**config.mk**
```make
export PLATFORM = sky130hd
export DESIGN_NAME = gfx_fb_writer
export DESIGN_NICKNAME = d
export VERILOG_FILES = /design/src/rtl/gfx_fb_writer.sv
export SDC_FILE = /design/constraint.sdc
export NUM_CORES = 1
export LEC_CHECK = 0
export ABC_AREA = 1
export CORE_UTILIZATION = 45
export CTS_CLUSTER_SIZE = 30
export DETAILED_ROUTE_END_ITERATION = 16
export PLACE_DENSITY = 0.7
export SYNTH_ARGS = -nofsm -noshare
export SYNTH_HDL_FRONTEND = slang
export SYNTH_SLANG_ARGS = --single-unit
```
**constraint.sdc**
```tcl
create_clock -name clk -period 4.1 [get_ports clk]
set_input_delay 1.23 -clock clk [delete_from_list [all_inputs] [get_ports clk]]
set_output_delay 1.23 -clock clk [all_outputs]
set_load 0.005 [all_outputs]
```
**src/rtl/gfx_fb_writer.sv**
```systemverilog
// Pixel-stream to framebuffer write adapter: a 2-entry FIFO of {addr, color, last}
// with out-of-bounds filtering and per-frame completion tracking.
module gfx_fb_writer #(
  parameter int unsigned VGA_WIDTH  = 640,
  parameter int unsigned VGA_HEIGHT = 480,
  parameter int unsigned COLOR_BITS = 12,
  localparam int unsigned X_BITS    = $clog2(VGA_WIDTH),
  localparam int unsigned Y_BITS    = $clog2(VGA_HEIGHT),
  localparam int unsigned ADDR_BITS = $clog2(VGA_WIDTH * VGA_HEIGHT)
) (
  input  logic                  clk,
  input  logic                  reset,
  input  logic                  s_valid,
  output logic                  s_ready,
  input  logic [X_BITS-1:0]     s_x,
  input  logic [Y_BITS-1:0]     s_y,
  input  logic [COLOR_BITS-1:0] s_color,
  input  logic                  s_last,
  output logic                  m_valid,
  input  logic                  m_ready,
  output logic [ADDR_BITS-1:0]  m_addr,
  output logic [COLOR_BITS-1:0] m_data,
  output logic                  frame_done,
  output logic [15:0]           frame_count,
  output logic                  err_oob
);

  typedef struct packed {
    logic [ADDR_BITS-1:0]  addr;
    logic [COLOR_BITS-1:0] color;
    logic                  last;
  } entry_t;

  // head_q is the output slot; skid_q holds the second entry when full
  entry_t      head_q, skid_q, head_next, skid_next, in_entry;
  logic [1:0]  count_q, count_next;
  logic        ready_q, valid_q, done_q, oob_q, pend_q;
  logic [15:0] fcount_q;

  logic accept, in_bounds, push, pop, oob_accept, pend_next, done_next;

  always_comb begin
    accept     = s_valid && ready_q;
    in_bounds  = (32'(s_x) < VGA_WIDTH) && (32'(s_y) < VGA_HEIGHT);
    push       = accept && in_bounds;
    oob_accept = accept && !in_bounds;
    pop        = valid_q && m_ready;

    in_entry.addr  = ADDR_BITS'(32'(s_y) * VGA_WIDTH + 32'(s_x));
    in_entry.color = s_color;
    in_entry.last  = s_last;

    head_next  = head_q;
    skid_next  = skid_q;
    count_next = count_q + 2'(push) - 2'(pop);

    case (count_q)
      2'd0: if (push) head_next = in_entry;
      2'd1: begin
        if (push && pop) head_next = in_entry;
        else if (push)   skid_next = in_entry;
      end
      default: if (pop) head_next = skid_q;
    endcase

    // An out-of-bounds last pixel completes its frame once the FIFO has drained;
    // input is stalled meanwhile so later pixels cannot delay that point.
    pend_next = (pend_q || (oob_accept && s_last)) && (count_next != 2'd0);
    done_next = (pop && head_q.last) ||
                ((pend_q || (oob_accept && s_last)) && (count_next == 2'd0));
  end

  always_ff @(posedge clk) begin
    if (reset) begin
      head_q   <= '0;
      skid_q   <= '0;
      count_q  <= 2'd0;
      ready_q  <= 1'b0;
      valid_q  <= 1'b0;
      done_q   <= 1'b0;
      oob_q    <= 1'b0;
      pend_q   <= 1'b0;
      fcount_q <= 16'd0;
    end else begin
      head_q   <= head_next;
      skid_q   <= skid_next;
      count_q  <= count_next;
      ready_q  <= (count_next != 2'd2) && !pend_next;
      valid_q  <= (count_next != 2'd0);
      done_q   <= done_next;
      oob_q    <= oob_q || oob_accept;
      pend_q   <= pend_next;
      fcount_q <= fcount_q + 16'(done_next);
    end
  end

  assign s_ready     = ready_q;
  assign m_valid     = valid_q;
  assign m_addr      = head_q.addr;
  assign m_data      = head_q.color;
  assign frame_done  = done_q;
  assign frame_count = fcount_q;
  assign err_oob     = oob_q;

endmodule
```
Yosys cells after proc, flatten, opt, wreduce, memory -nomap -nowiden
Index checks and enable logic that the tools add are counted.

Flip-flop bits (word level): 87. Input port bits: 36. Output and inout port bits: 51. Logic and storage cells: 51.

Add/sub/neg operators: 4. Multiply operators: 1. Magnitude comparators: 2. Equal/unequal tests: 4. Multiplexer cells: 4. Bitwise operators: 1. Reduce and logical (&&, ||, !) cells: 22.

Operator list (count): $mux 32 (3); $pmux 32 s2 (1); $add 19x10->19 (1); $add 16x1->16 (1); $mul 9x3->12 const B (1); $logic_and 1x1->1 (11); $lt 10x10->1 const B (1); $lt 9x9->1 const B (1); $ne 2x2->1 const B (3); $reduce_and 3->1 (2); $logic_not 2->1 (2); $logic_or 1x1->1 (3); $reduce_bool 3->1 (1); $add 2x1->2 (1); $eq 2x1->1 const B (1); $logic_not 1->1 (2); $reduce_bool 2->1 (1); $sub 2x1->2 (1); $not 1->1 (1).

Longest topological paths before layout
Depth in word-level cells: 9. Mapped depth: 21. Depth with buffers taken out: 21.

Least setup slack after synthesis
OpenSTA, ideal clock, no wires.

Kind: in2reg. Start: input port s_y[6]. End: register fcount_q[12], in the netlist frame_count[12]. Setup time: 0.127 ns. Arrival: 3.665 ns. Required time: 3.973 ns. Path slack: 0.307 ns. Stages: 20. Buffers on the path: 0. Cell sequence: nand4_1 nand4_2 inv_1 ha_1 inv_1 ha_1 xor2_1 xor2_1 nor2_1 nand2_1 nand2_1 ha_1 ha_1 nand4_1 nor3_1 nand2_1 inv_1 nand3_1 nor3_1 nor3_1.

Longest elaborated chain between the ends: 9. Elaborated cells on any way between the ends: 13. Those cells by class: add/sub (3); order compare (1); reduce/logical (9).

RTL lines: start, declared (RTL line 16) `input logic [Y_BITS-1:0] s_y,`; $lt 9x9->1 (*) (RTL line 44) `in_bounds = (32'(s_x) < VGA_WIDTH) && (32'(s_y) < VGA_HEIGHT);`; $logic_and 1x1->1 (*) (RTL line 44); $logic_and 1x1->1 or $logic_not 1->1 (tied branches) (RTL line 45, 46); $add 2x1->2 or $logic_and 1x1->1 (tied branches) (RTL line 55, 46); $sub 2x1->2 or $logic_and 1x1->1 (tied branches) (RTL line 55, 70); $logic_not 2->1 or $logic_or 1x1->1 (tied branches) (RTL line 70) `((pend_q || (oob_accept && s_last)) && (count_next == 2'd0));`; $logic_and 1x1->1 (*) (RTL line 70); $logic_or 1x1->1 (*) (RTL line 69) `done_next = (pop && head_q.last) ||`; named net done_next (RTL line 40) `logic accept, in_bounds, push, pop, oob_accept, pend_next, done_next;`; $add 16x1->16 (*) (RTL line 93) `fcount_q <= fcount_q + 16'(done_next);`; end signal, assigned (RTL line 93); end, declared (RTL line 38) `logic [15:0] fcount_q;`.

Mark *: on every way through the listed nets, which the timed path passes. The rest lies on a longest branch. A chain may end at the register's enable or synchronous reset.

Worst setup path after layout
Start: input port s_x[8]. End: register fcount_q[15], in the netlist frame_count[15].

Longest elaborated chain between the ends: 9. Elaborated cells on any way between the ends: 13. Those cells by class: add/sub (3); order compare (1); reduce/logical (9).

RTL lines: start, declared (RTL line 15) `input logic [X_BITS-1:0] s_x,`; $lt 10x10->1 (*) (RTL line 44); $logic_and 1x1->1 (*) (RTL line 44); $logic_and 1x1->1 or $logic_not 1->1 (tied branches) (RTL line 45, 46); $add 2x1->2 or $logic_and 1x1->1 (tied branches) (RTL line 55, 46); $sub 2x1->2 or $logic_and 1x1->1 (tied branches) (RTL line 55, 70); $logic_not 2->1 or $logic_or 1x1->1 (tied branches) (RTL line 70); $logic_and 1x1->1 (*) (RTL line 70); $logic_or 1x1->1 (*) (RTL line 69); named net done_next (RTL line 40); $add 16x1->16 (*) (RTL line 93).

Marked as above.

==> flow_metrics.env <==
export IMPL_status="completed"
export IMPL_cp_slowest_cell="dlygate4sd2_1"
export IMPL_drtIter0Drc=178
export IMPL_netlist_area_um2=4651
export IMPL_setup_viol=0
export IMPL_power_frac_seq_pct=38.8
export IMPL_yosysUniqueCellTypes=40
export IMPL_crit_type="primary input to register"
export IMPL_n_fill_cell=913
export IMPL_finalCriticalPeriod_ps=3876
export IMPL_final_nets=750
export IMPL_root_buffer="clkbuf_8"
export IMPL_slew_headroom_pct=68.11
export IMPL_hold_buffers=0
export IMPL_internal_power_w=0.001913
export IMPL_cp_end_kind="register"
export IMPL_yosysSeqAreaShare_pct=37.45
export IMPL_synth_nets=691
export IMPL_drc_errors=0
export IMPL_via_per_inst=4.961
export IMPL_power_share_clock_pct=20.8
export IMPL_holdWs_ps=468.7
export IMPL_die_y_um=103.7
export IMPL_cp_required_ps=4330
export IMPL_finalPower_w=0.002948
export IMPL_maxSlewViolCount=0
export IMPL_portBuffers=86
export IMPL_path_clk_slew_ps=90
export IMPL_cts_sinks=87
export IMPL_drv_cap=0
export IMPL_crit_family="simple AND/OR/NAND/NOR gates"
export IMPL_drtPass1Iterations=4
export IMPL_grt_pass1_vias=3959
export IMPL_irDropWorstVdd_mv=0.3680
export IMPL_syn_avg_cell_area_um2=7.382
export IMPL_track_usage_pct=19.66
export IMPL_yosys_warnings=0
export IMPL_min_path_type="register to register"
export IMPL_grt_antenna_before_repair=0
export IMPL_antenna_cells=0
export IMPL_hold_viol_final=0
export IMPL_layout_common_cells="164 x nand2_1, 87 x dfxtp_1, 78 x clkdlybuf4s50_1"
export IMPL_dp_cells=806
export IMPL_crit_buf_inv=3
export IMPL_crit_path_max_fanout=4
export IMPL_finClkSkew_ps=10.14
export IMPL_p_switching_w=0.001035
export IMPL_ant_nets=0
export IMPL_crit_chain="dlygate4sd2_1, o21ai_2, nand4_2, inv_2, ha_1, inv_1, ha_2, xor2_2, xor2_1, nor2_1, nand2_1, nand2_2, ha_4, and3_1, nand3_2, nor2_4, nand2_2, nor2_2, nand3_1, xor2_1, nor2_1"
export IMPL_stdcell_count=827
export IMPL_rows=36
export IMPL_drive_above_1_share_pct=11.53
export IMPL_leakage_nw=2.470
export IMPL_grt_pass1_wl_um=17510
export IMPL_netlist_instances=630
export IMPL_die_w_um=103.7
export IMPL_ctsHtreeMaxLevel=3
export IMPL_ioPinCount=87
export IMPL_power_density_nw_per_um2=514.4
export IMPL_die_area_um2=10750
export IMPL_cts_tree="yes"
export IMPL_worst_pin_slew_ps=478.4
export IMPL_cts_buffer_depth=2
export IMPL_place_congestion=0.8363
export IMPL_core_um2=9910
export IMPL_synth_top_area_share_pct=37.45
export IMPL_switching_share_pct=35.10
export IMPL_place_ws_ps=-549.3
export IMPL_layout_setup_ws_ps=224.3
export IMPL_combPwrFrac_pct=40.4
export IMPL_yosysTopAreaCell="dfxtp_1"
export IMPL_grt_overflow=0
export IMPL_syn_to_final_growth_pct=23.22
export IMPL_cts_inserted_buffers=9
export IMPL_fmaxAchievable_mhz=258.0
export IMPL_vias=4103
export IMPL_netlist_top_cells_area="dfxtp_1 37%, nand2_1 13%, ha_1 6.2%"
export IMPL_mostFrequentLayoutCell="nand2_1"
export IMPL_cp_slowest_stage_delay_ps=250
export IMPL_startpoint_type="primary input"
export IMPL_dp_hpwl_um=6938
export IMPL_grt_max_degree=53
export IMPL_arrival_ps=4110
export IMPL_initial_core_util_pct=46.93
export IMPL_ys_ff_latch=87
export IMPL_finalCritPeriodShare_pct=94.53
export IMPL_clock_latency_ps=350
export IMPL_wire_per_inst_um=12.59
export IMPL_finalWirelength_um=10420
## stage by stage
step / utilization [%] / TNS (ps) / cell area (um^2)
CTS: 57.30 / 0 / 5678
global placement: 54.68 / -1765 / 5419
floorplan: - / 0 / 4651
global route: 57.83 / -54.39 / 5731
finish: 57.83 / 0 / 5731
detailed placement: 54.68 / -3331 / 5419
## power by group through the flow
stage	clock (W)	sequential [W]	combinational [W]
after floorplan	0	0.00112	0.000909
after global placement	0	0.00115	0.00114
after detailed placement	0	0.00116	0.00115
after CTS	0.000631	0.00114	0.00118
after global routing	0.000668	0.00116	0.00133
final	0.000613	0.00114	0.00119
## flip-flops by register name, summed over array words and instances, names as in the netlist
| register | count |
|---|---|
| skid_q | 32 |
| m_addr | 19 |
| frame_count | 16 |
| m_data | 12 |
| count_q | 2 |
| err_oob | 1 |
| frame_done | 1 |
| head_q | 1 |
| m_valid | 1 |
| pend_q | 1 |
| s_ready | 1 |
## path summary, 6_finish.rpt
kind / end / startpoint / slack [ps] / cells after the start
max reg2reg: frame_count[15] / s_ready / 1170 / 19
min reg2reg: skid_q[7] / skid_q[7] / 470 / 2
min: skid_q[7] / skid_q[7] / 470 / 2
max: frame_count[15] / s_x[8] / 220 / 21
## area by class of cell
cell class,count,area (um^2),share of cell area [%]
multi-input combinational,422,2350,41.00
sequential,87,1742,30.39
timing repair buffer,107,1028,17.95
inverter,62,237.7,4.148
tap,133,166.4,2.904
clock buffer,10,137.6,2.402
clock inverter,6,68.82,1.201
## what timing repair did
action                     4_1_cts  5_1_grt
resized for setup               16        9
buffers inserted                 3        2
pin swaps                       10        8
setup endpoints to repair        4        8
## tightest hold or removal path, stage by stage (launching register included)
cell and delay, ps:
dfxtp_1 320, nand2_1 60, a21oi_1 50
## routing by layer
| metal | global-route usage (%) | vias to the layer above | part of all wire [%] |
|---|---|---|---|
| met5 | 0 | - | 0 |
| met4 | 5.612 | 0 | 1.0 |
| met3 | 4.154 | 10 | 3.4 |
| met2 | 35.14 | 93 | 50 |
| met1 | 23.67 | 1864 | 46 |
| li1 | - | 2136 | - |
## kinds of logic (layout without fill, tap and decap cells)
group / Yosys count / in the layout / synth area share, %
compound gates: 134 / 134 / 16.03
buf+inv: 121 / 185 / 13.53
fa+ha+maj: 25 / 25 / 7.049
flops: 87 / 87 / 37.45
xor+xnor: 10 / 10 / 1.883
simple gates: 253 / 253 / 24.05
## cells in the mapped netlist
master,count
nor2_1,27
clkbuf_8,1
nand2_4,2
nand4_1,4
clkbuf_1,17
o211ai_1,2
nor2_4,4
inv_1,57
o21a_1,2
o21ai_0,41
nand3_2,4
nor2_2,2
xnor2_1,3
a31oi_1,25
nand3_1,22
ha_1,23
nand2_2,9
o21ai_1,5
buf_2,3
inv_2,4
and3_1,2
nand3b_1,1
nor3b_1,1
a21o_1,1
nand2_1,165
nor3_1,8
buf_4,31
fa_1,2
dfxtp_1,87
clkbuf_2,2
o21bai_1,7
nand4_2,1
xor2_1,7
buf_6,5
a21oi_1,48
o31ai_1,1
o22ai_2,1
or2_2,1
o21ai_2,1
inv_6,1
No activity file was read; power rests on OpenSTA's default activity.
